<file path="src/rtl/piece_queue.sv">
// Tetris piece FIFO: buffers legal LFSR indices and presents a spawn head plus a
// preview entry. Optional feature macro: PIECE_NO_REPEAT_EN (reject one immediate repeat).
module piece_queue #(
  parameter int DEPTH = 4,
  parameter int CW    = 3
) (
  input  logic          clock,
  input  logic          resetn,
  input  logic [2:0]    rand_in,
  input  logic          req,
  output logic          piece_valid,
  output logic [2:0]    piece_type,
  output logic [15:0]   piece_mask,
  output logic          next_valid,
  output logic [2:0]    next_type,
  output logic [CW-1:0] count,
  output logic          filling
);

  typedef enum logic {FILL, READY} stateType;

  stateType      stateQ, stateNext;
  logic [2:0]    entryQ    [DEPTH];
  logic [2:0]    entryNext [DEPTH];
  logic [CW-1:0] countQ, countNext;
  logic [CW-1:0] wrIdx;
  logic          sampleSeen;
  logic          accepted;
  logic          doEnq;
  logic          doPop;

  function automatic logic [15:0] maskOf(input logic [2:0] pieceIdx);
    case (pieceIdx)
      3'd0:    maskOf = 16'h0F00;
      3'd1:    maskOf = 16'h6600;
      3'd2:    maskOf = 16'h4E00;
      3'd3:    maskOf = 16'h6C00;
      3'd4:    maskOf = 16'hC600;
      3'd5:    maskOf = 16'h2E00;
      default: maskOf = 16'h0000;
    endcase
  endfunction

  // A sample is only considered while filling with room left; indices 6/7 are dropped.
  assign sampleSeen = (stateQ == FILL) && (rand_in <= 3'd5) && (countQ < CW'(DEPTH));
  assign doEnq      = sampleSeen && accepted;
  assign doPop      = req && (countQ != '0);
  assign wrIdx      = doPop ? countQ - CW'(1) : countQ;

`ifdef PIECE_NO_REPEAT_EN
  logic [2:0] lastAccepted;
  logic       retryPending;

  // A repeat of the last accepted piece is bounced once; a second repeat goes through.
  assign accepted = !((rand_in == lastAccepted) && !retryPending);

  always_ff @(posedge clock or negedge resetn) begin
    if (!resetn) begin
      lastAccepted <= 3'd7;
      retryPending <= 1'b0;
    end else if (sampleSeen) begin
      if (accepted) begin
        lastAccepted <= rand_in;
        retryPending <= 1'b0;
      end else begin
        retryPending <= 1'b1;
      end
    end
  end
`else
  assign accepted = 1'b1;
`endif

  // NOTE: every variable assigned in always_comb gets a default first so no latch is inferred.
  always_comb begin
    entryNext = entryQ;
    if (doPop) begin
      for (int i = 0; i < DEPTH - 1; i++) entryNext[i] = entryQ[i+1];
      entryNext[DEPTH-1] = 3'd0;
    end
    if (doEnq) begin
      for (int i = 0; i < DEPTH; i++)
        if (CW'(i) == wrIdx) entryNext[i] = rand_in;
    end
  end

  always_comb begin
    countNext = countQ;
    case ({doEnq, doPop})
      2'b10:   countNext = countQ + CW'(1);
      2'b01:   countNext = countQ - CW'(1);
      default: countNext = countQ;
    endcase
  end

  // READY exactly while the queue is full; a pop drops straight back to FILL.
  always_comb begin
    stateNext = (countNext == CW'(DEPTH)) ? READY : FILL;
  end

  // NOTE: the entry array is small and must read as type 0 after reset, so it is reset
  // alongside the control state rather than left as an unreset memory.
  always_ff @(posedge clock or negedge resetn) begin
    if (!resetn) begin
      stateQ <= FILL;
      countQ <= '0;
      for (int i = 0; i < DEPTH; i++) entryQ[i] <= 3'd0;
    end else begin
      // NOTE: sequential state uses non-blocking assignments so all registers update together.
      stateQ <= stateNext;
      countQ <= countNext;
      entryQ <= entryNext;
    end
  end

  always_comb begin
    filling     = (stateQ == FILL);
    count       = countQ;
    piece_valid = (countQ != '0);
    next_valid  = (countQ > CW'(1));
    piece_type  = entryQ[0];
    next_type   = entryQ[1];
    piece_mask  = piece_valid ? maskOf(entryQ[0]) : 16'h0000;
  end

endmodule

</file>
<file path="config.mk">
export PLATFORM = sky130hd
export DESIGN_NAME = piece_queue
export DESIGN_NICKNAME = d
export VERILOG_FILES = /design/src/rtl/piece_queue.sv
export SDC_FILE = /design/constraint.sdc
export NUM_CORES = 1
export LEC_CHECK = 0
export CAP_MARGIN = 10
export CORE_UTILIZATION = 44
export CTS_BUF_LIST = sky130_fd_sc_hd__clkbuf_2 sky130_fd_sc_hd__clkbuf_4 sky130_fd_sc_hd__clkbuf_8
export CTS_CLUSTER_DIAMETER = 40
export DETAILED_ROUTE_END_ITERATION = 6
export GPL_TIMING_DRIVEN = 0
export PLACE_DENSITY_LB_ADDON = 0.25
export SYNTH_ARGS = -nofsm -noshare
export SYNTH_HDL_FRONTEND = slang
export SYNTH_SLANG_ARGS = --single-unit
</file>
<file path="constraint.sdc">
create_clock -name clock -period 2.5 [get_ports clock]
set_clock_uncertainty 0.15 [all_clocks]
set_input_delay 0.625 -clock clock [delete_from_list [all_inputs] [get_ports clock]]
set_output_delay 0.625 -clock clock [all_outputs]
set_load 0.005 [all_outputs]
</file>
### Word-level counts from Yosys, hierarchy flattened

Index checks and enable logic that the tools add are counted.

| word-level totals | value |
|---|---|
| register bits after elaboration | 16 |
| bits of input ports | 6 |

| operators by class | value |
|---|---|
| add/sub/neg operators | 2 |
| $lt $le $gt $ge | 3 |
| eq/ne operators | 11 |
| multiplexer cells | 11 |
| bitwise gates (word level) | 1 |
| reductions and logical operators | 6 |

Operators with widths:

| kind | number |
|---|---|
| $pmux W16 S6 | 1 |
| $mux W12 | 2 |
| $mux W16 | 1 |
| $mux W3 | 5 |
| $eq A3 B3 Y1 const B | 3 |
| $eq A2 B3 Y1 const A | 2 |
| $eq A3 B2 Y1 const B | 2 |
| $logic_not A3 Y1 | 2 |
| $pmux W3 S2 | 1 |
| $add A3 B1 Y3 const B | 1 |
| $eq A1 B3 Y1 const A | 1 |
| $eq A3 B1 Y1 const B | 1 |
| $gt A3 B1 Y1 const B | 1 |
| $le A3 B3 Y1 const B | 1 |
| $logic_and A1 B1 Y1 | 3 |
| $lt A3 B3 Y1 const B | 1 |
| $reduce_bool A3 Y1 | 1 |
| $sub A3 B1 Y3 const B | 1 |
| $eq A2 B1 Y1 const B | 1 |
| $eq A2 B2 Y1 const B | 1 |
| $mux W1 | 1 |
| $not A1 Y1 | 1 |

### Longest topological paths before layout

| depth | value |
|---|---|
| depth in word-level cells | 7 |
| mapped depth | 13 |
| mapped depth without buffers | 11 |

### Worst setup path after synthesis

No wires, ideal clock.

| timing | value |
|---|---|
| path kind | register -> register |
| start | register countQ[0] (netlist: count[0]) |
| end | register stateQ |
| setup time | 0.128 ns |
| arrival time | 2.303 ns |
| slack | -0.081 ns |
| stages on the path, launching flop included | 13 |
| path buffers | 2 |
| cells stage by stage | dfrtp_1 inv_2 ha_1 nor2b_2 buf_4 inv_1 nand2_2 buf_6 inv_1 ha_1 o31ai_1 o31ai_1 nor3b_1 |

| on the way | value |
|---|---|
| word-level cells in the longest chain between the ends | 6 |
| elaborated cells between the ends (all ways) | 11 |
| those cells by class | add/sub: 2; order compare: 1; eq/ne: 3; mux: 2; reduce/logical: 3 |

Ends and longest elaborated chain:

| element | RTL line | source |
|---|---|---|
| start: declaration | 25 | `logic [CW-1:0] countQ, countNext;` |
| start signal: assignment | 111 | `countQ <= countNext;` |
| $reduce_bool A3 Y1 (*) | n/a |  |
| via piece_valid | 11 | `output logic piece_valid,` |
| $logic_and A1 B1 Y1 (*) | 47 | `assign doPop = req && (countQ != '0);` |
| $eq A2 B1 Y1 or $eq A2 B2 Y1 (tied branches) | 89 | `case ({doEnq, doPop})` |
| $pmux W3 S2 (*) | 89 |  |
| via countNext[2] | 25 |  |
| $eq A3 B3 Y1 (*) | 98 | `stateNext = (countNext == CW'(DEPTH)) ? READY : FILL;` |
| $mux W1 (*) | 98 |  |
| via stateNext | 22 | `stateType stateQ, stateNext;` |
| end signal: assignment | 110 | `stateQ <= stateNext;` |
| end: declaration | 22 |  |

Mark *: on every way through the listed nets, which the timed path passes. The rest lies on a longest branch.

### Worst setup path after layout

| timing | value |
|---|---|
| start | input port rand_in[2] |
| end | register stateQ |

| on the way | value |
|---|---|
| word-level cells in the longest chain between the ends | 7 |
| elaborated cells between the ends (all ways) | 8 |
| those cells by class | order compare: 1; eq/ne: 3; mux: 2; reduce/logical: 2 |

Ends and longest elaborated chain:

| element | RTL line | source |
|---|---|---|
| start: declaration | 9 | `input logic [2:0] rand_in,` |
| $le A3 B3 Y1 (*) | 45 | `assign sampleSeen = (stateQ == FILL) && (rand_in <= 3'd5) && (countQ < CW'(DEPTH));` |
| $logic_and A1 B1 Y1 (*) (2 in a row) | 45 |  |
| $eq A2 B1 Y1 or $eq A2 B2 Y1 (tied branches) | 89 |  |
| $pmux W3 S2 (*) | 89 |  |
| via countNext[2] | 25 |  |
| $eq A3 B3 Y1 (*) | 98 |  |
| $mux W1 (*) | 98 |  |
| via stateNext | 22 |  |

Marked as above.

==> run summary <==
fin crit period: 2.41 ns
Crit Path Max Fanout: 3
Reg2Reg Setup Slack: 0.12 ns
pin count of the biggest net entering global routing: 17
Vias/cell: 4.97
CTS tree: yes
Final Cycle Share: 0.964
status: complete, no violations
Final Hold Violating Endpoints: 0
Final Net Count: 177
All-Layer GR Usage: 0.188
vias in the first global route: 920
Avg WL per Cell: 12.7 um
Seq pwr share: 0.229
clock power share: 0.074
H-tree Lvls: 1
min-delay worst type: reg -> reg
Yosys reg bits: 16
Die Area: 2900 sq um
Top FF cell, synth: dfrtp_1
synth top area cells: dfrtp_1 (34%), mux2i_1 (19%), buf_4 (10%)
Mean Syn Cell Area: 10.0 sq um
normalized max-slew margin: 0.525
Die Ht: 53.8 um
DP Area: 1510 sq um
total wire length: 2.47 mm
port bufs: 24
Setup-failing EPs final: 0
clock insertion delay at the later pin of the skew report: 0.28 ns
drt drc: 0
P_leak: 0.812 nW
worst path required time: 2.51 ns
Placed Cells: 180
Arr. time, crit path: 2.43 ns
row count: 18
maxcap violations: 0
Post-Syn Area: 1180 sq um
Fmax: 0.415 GHz
Synth warnings: 0
Synth Instances: 118
Starting Density: 0.472
GPL Wtd Cong: 0.727
total CTS buffers: 3
CTS root buf: clkbuf_4
Comb pwr share: 0.697
initial antenna violation count: 0
crit-path leading delay family: compound AO/OA/AOI/OAI gates
Slew Viols, Final: 0
slowest cell on the critical path: clkdlybuf4s50_1
GRT overflow: 0
power per cell area: 1230 nW/um^2
core area: 2500 sq um
hold-fix buffer count after cts: 0
CP most frequent cell: o31ai_1
library cells used by synthesis: 34
Startpoint Class: input port
Antenna Cells: 0
Crit path buffers/inverters: 2
slew of the pin with the lowest slew margin: 0.710 ns
Final Instance Area: 1640 sq um
Die W: 53.8 um
First DRT Iteration DRCs: 15
Ports: 34
Synth async-reset ratio: 1.00
router iterations before antenna repair: 4
ANT nets after route: 0
Internal: 0.00121 W
Area growth, synth to finish: 38.9%
Psw: 0.000801 W
Post-synth EDFFs: 0
Post-Layout Cell Count: 194
sequential-to-total area share from yosys stat: 0.339
post-DP HPWL: 1.78 mm
Clock transition at path regs: 0.09 ns
area fraction of the dominant cell type after synthesis: 0.339
crit end category: flop
first-pass GRT wire length: 3.92 mm
Sw Share: 0.398
total number of vias: 964
Max stage delay on crit path: 0.45 ns
layout cell share with drive strength beyond 1: 0.311
kind of critical path: in -> reg
CP Cell Sequence: clkdlybuf4s50_1 -> a211oi_2 -> inv_1 -> ha_2 -> nor2b_1 -> o31ai_1 -> o31ai_1 -> nor3b_1
area leader, netlist: dfrtp_1
Clock Sinks: 16
clock buffer depth: 2
Max VDD drop: 0.000884 V
-- repair_timing --
item | in CTS | in global routing
setup endpoints to repair | 10 | 3
pin swaps | 0 | 2
gates resized for setup | 16 | 8
cloned | 0 | 0
hold endpoints to repair | 0 | 0
setup buffers | 6 | 4
-- cell usage in the layout (no fill, tap or decap), types with 2 or more instances in the layout --
cell / instances
inv_2: 2
dlygate4sd2_1: 6
clkdlybuf4s50_1: 15
inv_4: 2
nor2b_1: 2
a21oi_4: 2
buf_4: 25
nor2_1: 5
a21oi_2: 2
nand4_1: 2
o211ai_1: 4
conb_1: 9
dfrtp_2: 2
or4_4: 2
nand2_1: 7
o21ai_0: 2
dfrtp_1: 14
mux2i_1: 22
ha_2: 2
clkbuf_4: 4
inv_1: 6
ha_1: 3
o31ai_1: 2
-- cell families after synthesis --
family,after synthesis,synth area share
AND/OR/NAND/NOR,27,0.130
other,1,0.00317
buffers and inverters,28,0.146
adder cells (fa/ha/maj),6,0.0636
AO/OA/AOI/OAI,16,0.117
multiplexers,22,0.186
XOR/XNOR,2,0.0148
flip-flops,16,0.339
-- registers in the layout (all words and copies together), names as in the netlist --
signal      flops
entryQ          6
count           3
next_type       3
piece_type      3
stateQ          1
-- power groups by stage --
stage	Sequential, W	Clock (W)	Combinational [W]
after floorplan	0.000452	0	0.000807
after global placement	0.000474	0	0.00122
after detailed placement	0.000480	0	0.00126
after CTS	0.000459	0.000155	0.00133
after global routing	0.000473	0.000166	0.00153
final	0.000460	0.000149	0.00140
-- Yosys cell counts (2+ instances only) --
master and n:
mux2i_1 22, buf_4 16, dfrtp_1 16, inv_1 8
nand2_1 7, ha_1 6, nor2_1 5, o211ai_1 4
a21oi_2 2, a21oi_4 2, inv_2 2, nand4_1 2
nor2b_1 2, o21ai_0 2, o31ai_1 2, or4_4 2
-- through the flow --
stage                     total power (W)  TNS [ns]  setup slack (ns)  utilization  hold WS, ns
after global routing              0.00217   -0.0242           -0.0242        0.656        0.418
after global placement            0.00169    -0.562            -0.224        0.603        0.360
after floorplan                   0.00126         0           0.00723            -        0.179
after CTS                         0.00194         0           0.00691        0.637        0.386
after detailed placement          0.00174    -0.951            -0.297        0.603        0.373
final                             0.00201         0            0.0888        0.656        0.383
-- tightest hold or removal path, cell delays in order (launching register included) --
cell	delay [ns]
dfrtp_1	0.38
nand2_1	0.06
mux2i_1	0.06
-- routing by layer --
layer,GRT usage,part of all wire,up-vias
met1,0.230,0.43,461
met5,0,0,-
met3,0.0424,0.051,2
met2,0.337,0.51,27
met4,0.0307,0.0049,0
li1,-,-,474
-- layout make-up --
class	instances	area [sq um]
fill	214	860
timing repair buffer	34	305
tap	30	37.5
multi-input combinational	82	674
inverter	10	42.5
clock buffer	4	30.0
buffer	18	148
sequential	16	403
-- path summary, 6_finish.rpt --
path | start | endpoint | cells past startpoint
setup / recovery | rand_in[2] | stateQ | 8
hold / removal | entryQ[0] | entryQ[0] | 2
setup reg to reg | count[0] | stateQ | 13
hold reg to reg | entryQ[0] | entryQ[0] | 2
max in group asynchronous | resetn | count[1] | 1
min in group asynchronous | resetn | count[2] | 1
(Power assumes the default switching activity.)
